[src/rtl/mem_wb_stage.sv]
// rtl/mem_wb_stage.sv - MEM/WB pipeline register, load alignment and register-file writeback select
module mem_wb_stage #(
    parameter int DATA_W     = 32,
    parameter int REG_ADDR_W = 5
) (
    input  logic                  clk,
    input  logic                  rst_n,
    input  logic                  stall,
    input  logic                  flush,
    input  logic                  in_valid,
    input  logic                  in_reg_write,
    input  logic                  in_mem_to_reg,
    input  logic                  in_link,
    input  logic [2:0]            in_load_type,
    input  logic [1:0]            in_byte_offset,
    input  logic [DATA_W-1:0]     in_alu_result,
    input  logic [DATA_W-1:0]     in_mem_rdata,
    input  logic [DATA_W-1:0]     in_pc_plus8,
    input  logic [REG_ADDR_W-1:0] in_write_reg,
    output logic [REG_ADDR_W-1:0] write_reg,
    output logic [DATA_W-1:0]     write_data,
    output logic                  write_enable,
    output logic                  load_misalign,
    output logic [31:0]           retired_count
);

    localparam logic [2:0] LT_LB  = 3'b001;
    localparam logic [2:0] LT_LBU = 3'b010;
    localparam logic [2:0] LT_LH  = 3'b011;
    localparam logic [2:0] LT_LHU = 3'b100;

    logic                  valid_q;
    logic                  reg_write_q;
    logic                  mem_to_reg_q;
    logic                  link_q;
    logic [2:0]            load_type_q;
    logic [1:0]            byte_offset_q;
    logic [DATA_W-1:0]     alu_result_q;
    logic [DATA_W-1:0]     mem_rdata_q;
    logic [DATA_W-1:0]     pc_plus8_q;
    logic [REG_ADDR_W-1:0] write_reg_q;
    logic [31:0]           retired_q;

    // Flush only drops valid; the remaining fields are left as they were.
    always_ff @(posedge clk) begin
        if (!rst_n) begin
            valid_q       <= 1'b0;
            reg_write_q   <= 1'b0;
            mem_to_reg_q  <= 1'b0;
            link_q        <= 1'b0;
            load_type_q   <= 3'b000;
            byte_offset_q <= 2'b00;
            alu_result_q  <= '0;
            mem_rdata_q   <= '0;
            pc_plus8_q    <= '0;
            write_reg_q   <= '0;
            retired_q     <= 32'd0;
        end else begin
            if (flush) begin
                valid_q <= 1'b0;
            end else if (!stall) begin
                valid_q       <= in_valid;
                reg_write_q   <= in_reg_write;
                mem_to_reg_q  <= in_mem_to_reg;
                link_q        <= in_link;
                load_type_q   <= in_load_type;
                byte_offset_q <= in_byte_offset;
                alu_result_q  <= in_alu_result;
                mem_rdata_q   <= in_mem_rdata;
                pc_plus8_q    <= in_pc_plus8;
                write_reg_q   <= in_write_reg;
            end
            if (valid_q && !stall && !flush) begin
                retired_q <= retired_q + 32'd1;
            end
        end
    end

    logic [7:0]        byte_sel;
    logic [15:0]       half_sel;
    logic [DATA_W-1:0] aligned;
    logic              misaligned;

    always_comb begin
        byte_sel = 8'h00;
        case (byte_offset_q)
            2'd0:    byte_sel = mem_rdata_q[7:0];
            2'd1:    byte_sel = mem_rdata_q[15:8];
            2'd2:    byte_sel = mem_rdata_q[23:16];
            default: byte_sel = mem_rdata_q[31:24];
        endcase
        half_sel = byte_offset_q[1] ? mem_rdata_q[31:16] : mem_rdata_q[15:0];
    end

    // Unused load-type codes fall through to a full-word load.
    always_comb begin
        aligned    = mem_rdata_q;
        misaligned = 1'b0;
        case (load_type_q)
            LT_LB:  aligned = {{(DATA_W-8){byte_sel[7]}}, byte_sel};
            LT_LBU: aligned = {{(DATA_W-8){1'b0}}, byte_sel};
            LT_LH: begin
                aligned    = {{(DATA_W-16){half_sel[15]}}, half_sel};
                misaligned = byte_offset_q[0];
            end
            LT_LHU: begin
                aligned    = {{(DATA_W-16){1'b0}}, half_sel};
                misaligned = byte_offset_q[0];
            end
            default: begin
                aligned    = mem_rdata_q;
                misaligned = (byte_offset_q != 2'b00);
            end
        endcase
    end

    assign load_misalign = valid_q & mem_to_reg_q & misaligned;
    assign write_reg     = write_reg_q;
    assign write_data    = link_q ? pc_plus8_q : (mem_to_reg_q ? aligned : alu_result_q);
    assign write_enable  = valid_q & reg_write_q & (write_reg_q != '0) & ~load_misalign;
    assign retired_count = retired_q;

endmodule
[config.mk]
export PLATFORM = sky130hd
export DESIGN_NAME = mem_wb_stage
export DESIGN_NICKNAME = d
export VERILOG_FILES = /design/src/rtl/mem_wb_stage.sv
export SDC_FILE = /design/constraint.sdc
export NUM_CORES = 1
export LEC_CHECK = 0
export CAP_MARGIN = 10
export CORE_MARGIN = 5
export CORE_UTILIZATION = 43
export DETAILED_ROUTE_END_ITERATION = 12
export PLACE_DENSITY = 0.83
export SKIP_CTS_REPAIR_TIMING = 1
export SLEW_MARGIN = 20
export SYNTH_ARGS = -nofsm -noshare
export SYNTH_HDL_FRONTEND = slang
export SYNTH_SLANG_ARGS = --single-unit
[constraint.sdc]
create_clock -name clk -period 2.06 [get_ports clk]
set_input_delay 0.412 -clock clk [delete_from_list [all_inputs] [get_ports clk]]
set_output_delay 0.412 -clock clk [all_outputs]
set_load 0.05 [all_outputs]
---- Word level (Yosys, flattened, before mapping) ----
Cells that the tools add are included.
word-level totals
  register bits after elaboration ......... 142
  output and inout port bits .............. 71
  bits of input ports ..................... 114
  logic and storage cells ................. 44
cells by class
  equal/unequal tests ..................... 6
  multiplexer cells ....................... 6
  bitwise logic cells ..................... 9
  $add $sub $neg .......................... 1
  reduce and logical (&&, ||, !) cells .... 11
operators by type and width
  kind                                                              number
  32-bit case mux with 4 select lines                               1
  32-bit two-way mux                                                2
  32-bit by 1-bit adder with 32-bit output (second input constant)  1
  8-bit case mux with 3 select lines                                1
  16-bit two-way mux                                                1
  3-bit by 2-bit == test with 1-bit output (second input constant)  2
  2-bit OR reduction                                                3
  1-bit AND                                                         5
  5-bit nonzero test                                                1
  1-bit NOT                                                         4
  3-bit by 1-bit == test with 1-bit output (second input constant)  1
  3-bit == test (second input constant)                             1
  2-bit by 1-bit == test with 1-bit output (second input constant)  1
  2-bit == test (second input constant)                             1
  1-bit logical AND                                                 2
  1-bit zero test                                                   2
  2-bit zero test                                                   1
  1-bit case mux with 2 select lines                                1
  2-bit AND reduction                                               1
  2-bit nonzero test                                                1

---- Longest topological paths before layout ----
  depth in word-level cells ............... 6
  depth in mapped cells ................... 7
  gate-level depth less buffers ........... 4

---- Least setup slack after synthesis ----
No wires, ideal clock.
  path type ............................... flip-flop to output port
  from .................................... reg byte_offset_q[1]
  to ...................................... out write_enable
  arrival time ............................ 2,669 ps
  path buffers ............................ 2
  slack ................................... -1,021 ps
  cell stages (with the launch flop) ...... 6
  data required time ...................... 1,648 ps
  cell sequence ........................... dfxtp_1 > buf_2 > buf_1 > a31oi_1 > nor3_1 > nor2_1
between the ends
  longest elaborated chain between the ends .. 5
ends and longest elaborated chain
  element                             RTL line  text
  start: declaration                  37        logic [1:0] byte_offset_q;
  start signal: assignment            67        byte_offset_q <= in_byte_offset;
  2-bit nonzero test                  112       misaligned = (byte_offset_q != 2'b00);
  1-bit case mux with 2 select lines  99        case (load_type_q)
  1-bit AND                           117       assign load_misalign = valid_q & mem_to_reg_q & misaligned;
  net load_misalign                   23        output logic load_misalign,
  1-bit NOT                           120       assign write_enable = valid_q & reg_write_q & (write_reg_q != '0) & ~load_misalign;
  1-bit AND                           120
  end: declaration                    22        output logic write_enable,
The timed path passes the listed nets, and every way through them passes these cells.

---- Final worst setup path ----
  from .................................... reg byte_offset_q[0]
  to ...................................... out write_data[31]
between the ends
  longest elaborated chain between the ends .. 5
ends and longest elaborated chain
  element                                RTL line  text
  2-bit == test (tied with other cells)  86        case (byte_offset_q)
  8-bit case mux with 3 select lines *   86
  32-bit case mux with 4 select lines *  99
  32-bit two-way mux * (2 in series)     119       assign write_data = link_q ? pc_plus8_q : (mem_to_reg_q ? aligned : alu_result_q);
  end: declaration                       21        output logic [DATA_W-1:0] write_data,
Every way passes the cells marked *; elsewhere a longest branch is shown, timed or not.

==> impl_metrics.yaml <==
run_status:
  status: "complete, but fails checks"
  violations: "negative setup slack"
critical_path:
  max_stage_delay_ns: 0.57
  start_kind: "register"
  critPathCaptureType: "output port"
  cp.required_ns: 1.65
  path_cells: "mux4_2 > a211oi_4 > buf_4 > buf_8 > a21oi_4 > buf_12"
  r2r_start: "retired_count[10]$_SDFFE_PN0P_"
  crit_path_max_fanout: 4
  slowest_stage: "mux4_2"
  arrival_ns: 2.18
  rrSetupSlack_ns: 0.21
  ff2ff_path_depth: 4
  worstSetupPathType: "reg2out"
  rr_endpoint: "retired_count[23]$_SDFFE_PN0P_"
sta:
  fin_crit_ns: 2.59
  slew_viol_final: 0
  skew_ns: 0.00519
  finalCritPeriodShare_pct: 126
  tns_ns: -14.99
  worst_slew_pin_slew_ns: 0.602
  hold_viol_final: 0
  relSlewSlack_pct: 59.4
  setup_viol: 34
  fin_ws_ns: -0.528
  rsz0062_at_grt: "yes"
  max_freq_ghz: 0.386
global_route:
  track_usage_pct: 23.8
  grt_pass1_vias: 6582
  antenna_found_initial: 1
  grt_pass1_wl_mm: 34.1
  grt_start_max_net_pins: 58
  grt-ovfl-total: 0
worst_hold_path:
  hp-start: "alu_result_q[8]$_SDFFE_PN0P_"
  holdPathStages: 2
  min_path_type: "reg2reg"
  whs_endpoint: "alu_result_q[8]$_SDFFE_PN0P_"
clock_tree:
  clk_pin_slew_ns: 0.06
  cts_tree: "done"
  cts_buffers: 17
  clock_path_buffers: 2
  root_buffer: "clkbuf_16"
  htreeDepth: 4
  clock_latency_ns: 0.42
  clock_sinks: 142
place:
  routabilityCongestion: 0.968
  portBuffers: 184
  post-place-ws_ns: -0.218
  dp_hpwl_mm: 15.5
yosys:
  synthFlopType: "dfxtp_1"
  synth_top_family_by_area: "simple AND/OR/NAND/NOR gates"
  synth_mux_area_share_pct: 5.36
  ys_ff_latch: 142
  syn_area_per_cell_sq_um: 7.65
  synth_edf_count: 0
  synth_fp_nets: 967
  async_reset_ff_share_pct: 0
  synthXorXnorAreaFrac_pct: 1.61
  ys_warn_count: 0
  yosysUniqueCellTypes: 49
  synth_fa_ha_area_share_pct: 0.192
  synth-compound-area-share_pct: 19.6
  yosys.area_share.simple_pct: 25.1
  synth_area_sq_um: 6520
  seq_area_frac_synth_pct: 43.6
  synthCells: 852
detailed_routing:
  drc: 0
  routed_wl_mm: 22.8
  drt_iter0_drc: 539
  wl_per_cell_microns: 18.2
  vias_per_cell: 5.62
  ant_nets: 0
  drt_pre_antenna_iters: 5
  vias: 7030
power:
  p_leak_uw: 0.00421
  powerDensity_nw_per_um2: 718
  ir_drop_uv: 603
die:
  fp.dieW_microns: 133
  die_h_microns: 133
  die-area_sq_um: 17700
  core-area_sq_um: 15000
  ios: 185
  start_util_pct: 43.4
  rows: 45
cells_and_area:
  drive_gt1_share_pct: 20.1
  fin_util_pct: 69.2
  nNetsFinal: 1165
  syn_to_final_growth_pct: 59.5
flow_run:
  maxCapViolCount: 0
final cells by class:
class                   count  area [sq um]
multi-input cells         639          3890
repair buffers            243          2810
well taps                 188           235
diodes                      1          2.50
clock buffers              20           457
clock inverters            12           119
inverters                   7          28.8
fillers                  1065          4640
flip-flops and latches    142          2850
stage by stage:
| step | std cells | cell area, sq um | power (uW) | hold slack, ns |
|---|---|---|---|---|
| 2_1_floorplan | 852 | 6770 | 3680 | 0.432 |
| 6_report | 1252 | 10400 | 7470 | 0.451 |
| 3_3_place_gp | 1213 | 9350 | 4390 | 0.437 |
| 4_1_cts | 1245 | 9920 | 7400 | 0.454 |
| 5_1_grt | 1252 | 10400 | 7730 | 0.470 |
| 3_5_place_dp | 1213 | 9350 | 4410 | 0.445 |
per-layer routing:
layer / vias to the layer above / track usage [%] / share of wire (%)
li1: 3348 / - / -
met1: 3285 / 29.8 / 41
met2: 334 / 38.4 / 47
met3: 63 / 6.53 / 7.6
met4: 0 / 10.6 / 4.4
met5: - / 0 / 0
cell usage in the layout (no fill, tap or decap), types with 3 or more instances in the layout:
cell,instances
dlymetal6s2s_1,29
a21oi_4,17
a31oi_4,9
nand2b_1,8
mux4_2,8
mux2i_1,9
a21oi_2,16
a21oi_1,130
o21ai_2,6
or4_1,10
nand4_1,6
and4_1,4
nand2_1,262
o31ai_1,9
nand3_1,19
clkinv_2,7
buf_6,17
or3_1,14
a22oi_1,3
nor2_1,11
buf_4,38
clkdlybuf4s50_1,121
nor4_1,6
xor2_1,9
buf_12,36
mux2_2,7
o21ai_0,21
dfxtp_1,137
clkbuf_16,18
o22ai_1,16
nor3b_1,4
inv_1,5
dfxtp_2,3
report_power, final:
group	total, uW	internal [uW]	switching [uW]
logic	1550	725	827
clock network	2990	1830	1160
registers	2920	2850	77.4
critical path, delay by kind of cell (launching register included):
family	cells	cell delay, ns
compound gates	2	0.37
buf+inv	3	0.47
flops	1	0.34
mux	1	0.57
synth_stat cells, types with 10 or more instances:
| cell type | count | area share [%] |
|---|---|---|
| a21oi_1 | 163 | 13 |
| clkbuf_1 | 51 | 2.9 |
| dfxtp_1 | 142 | 44 |
| nand2_1 | 263 | 15 |
| nand3_1 | 20 | 1.5 |
| nor2_1 | 15 | 0.86 |
| o21ai_0 | 28 | 2.2 |
| o22ai_1 | 16 | 1.5 |
| or3_1 | 14 | 1.3 |
| or4_1 | 10 | 1.2 |
| xor2_1 | 10 | 1.3 |
cells by family after synthesis:
group           Yosys count
mux                      24
buf+inv                  71
compound gates          235
xor+xnor                 12
flops                   142
fa+ha+maj                 1
simple gates            367
worst max path at each step:
stage	start	end	slack, ns	depth (start not counted)
6_report	byte_offset_q[0]$_SDFFE_PN0P_	write_data[31]	-0.53	6
5_1_grt	byte_offset_q[0]$_SDFFE_PN0P_	write_data[31]	-0.59	6
4_1_cts	byte_offset_q[0]$_SDFFE_PN0P_	write_data[28]	-0.54	6
3_5_place_dp	flush	retired_count[26]$_SDFFE_PN0P_	-0.22	6
3_3_place_gp	flush	retired_count[26]$_SDFFE_PN0P_	-0.17	6
2_1_floorplan	load_type_q[2]$_SDFFE_PN0P_	write_enable	-0.19	6
No activity file was read; power rests on OpenSTA's default activity.
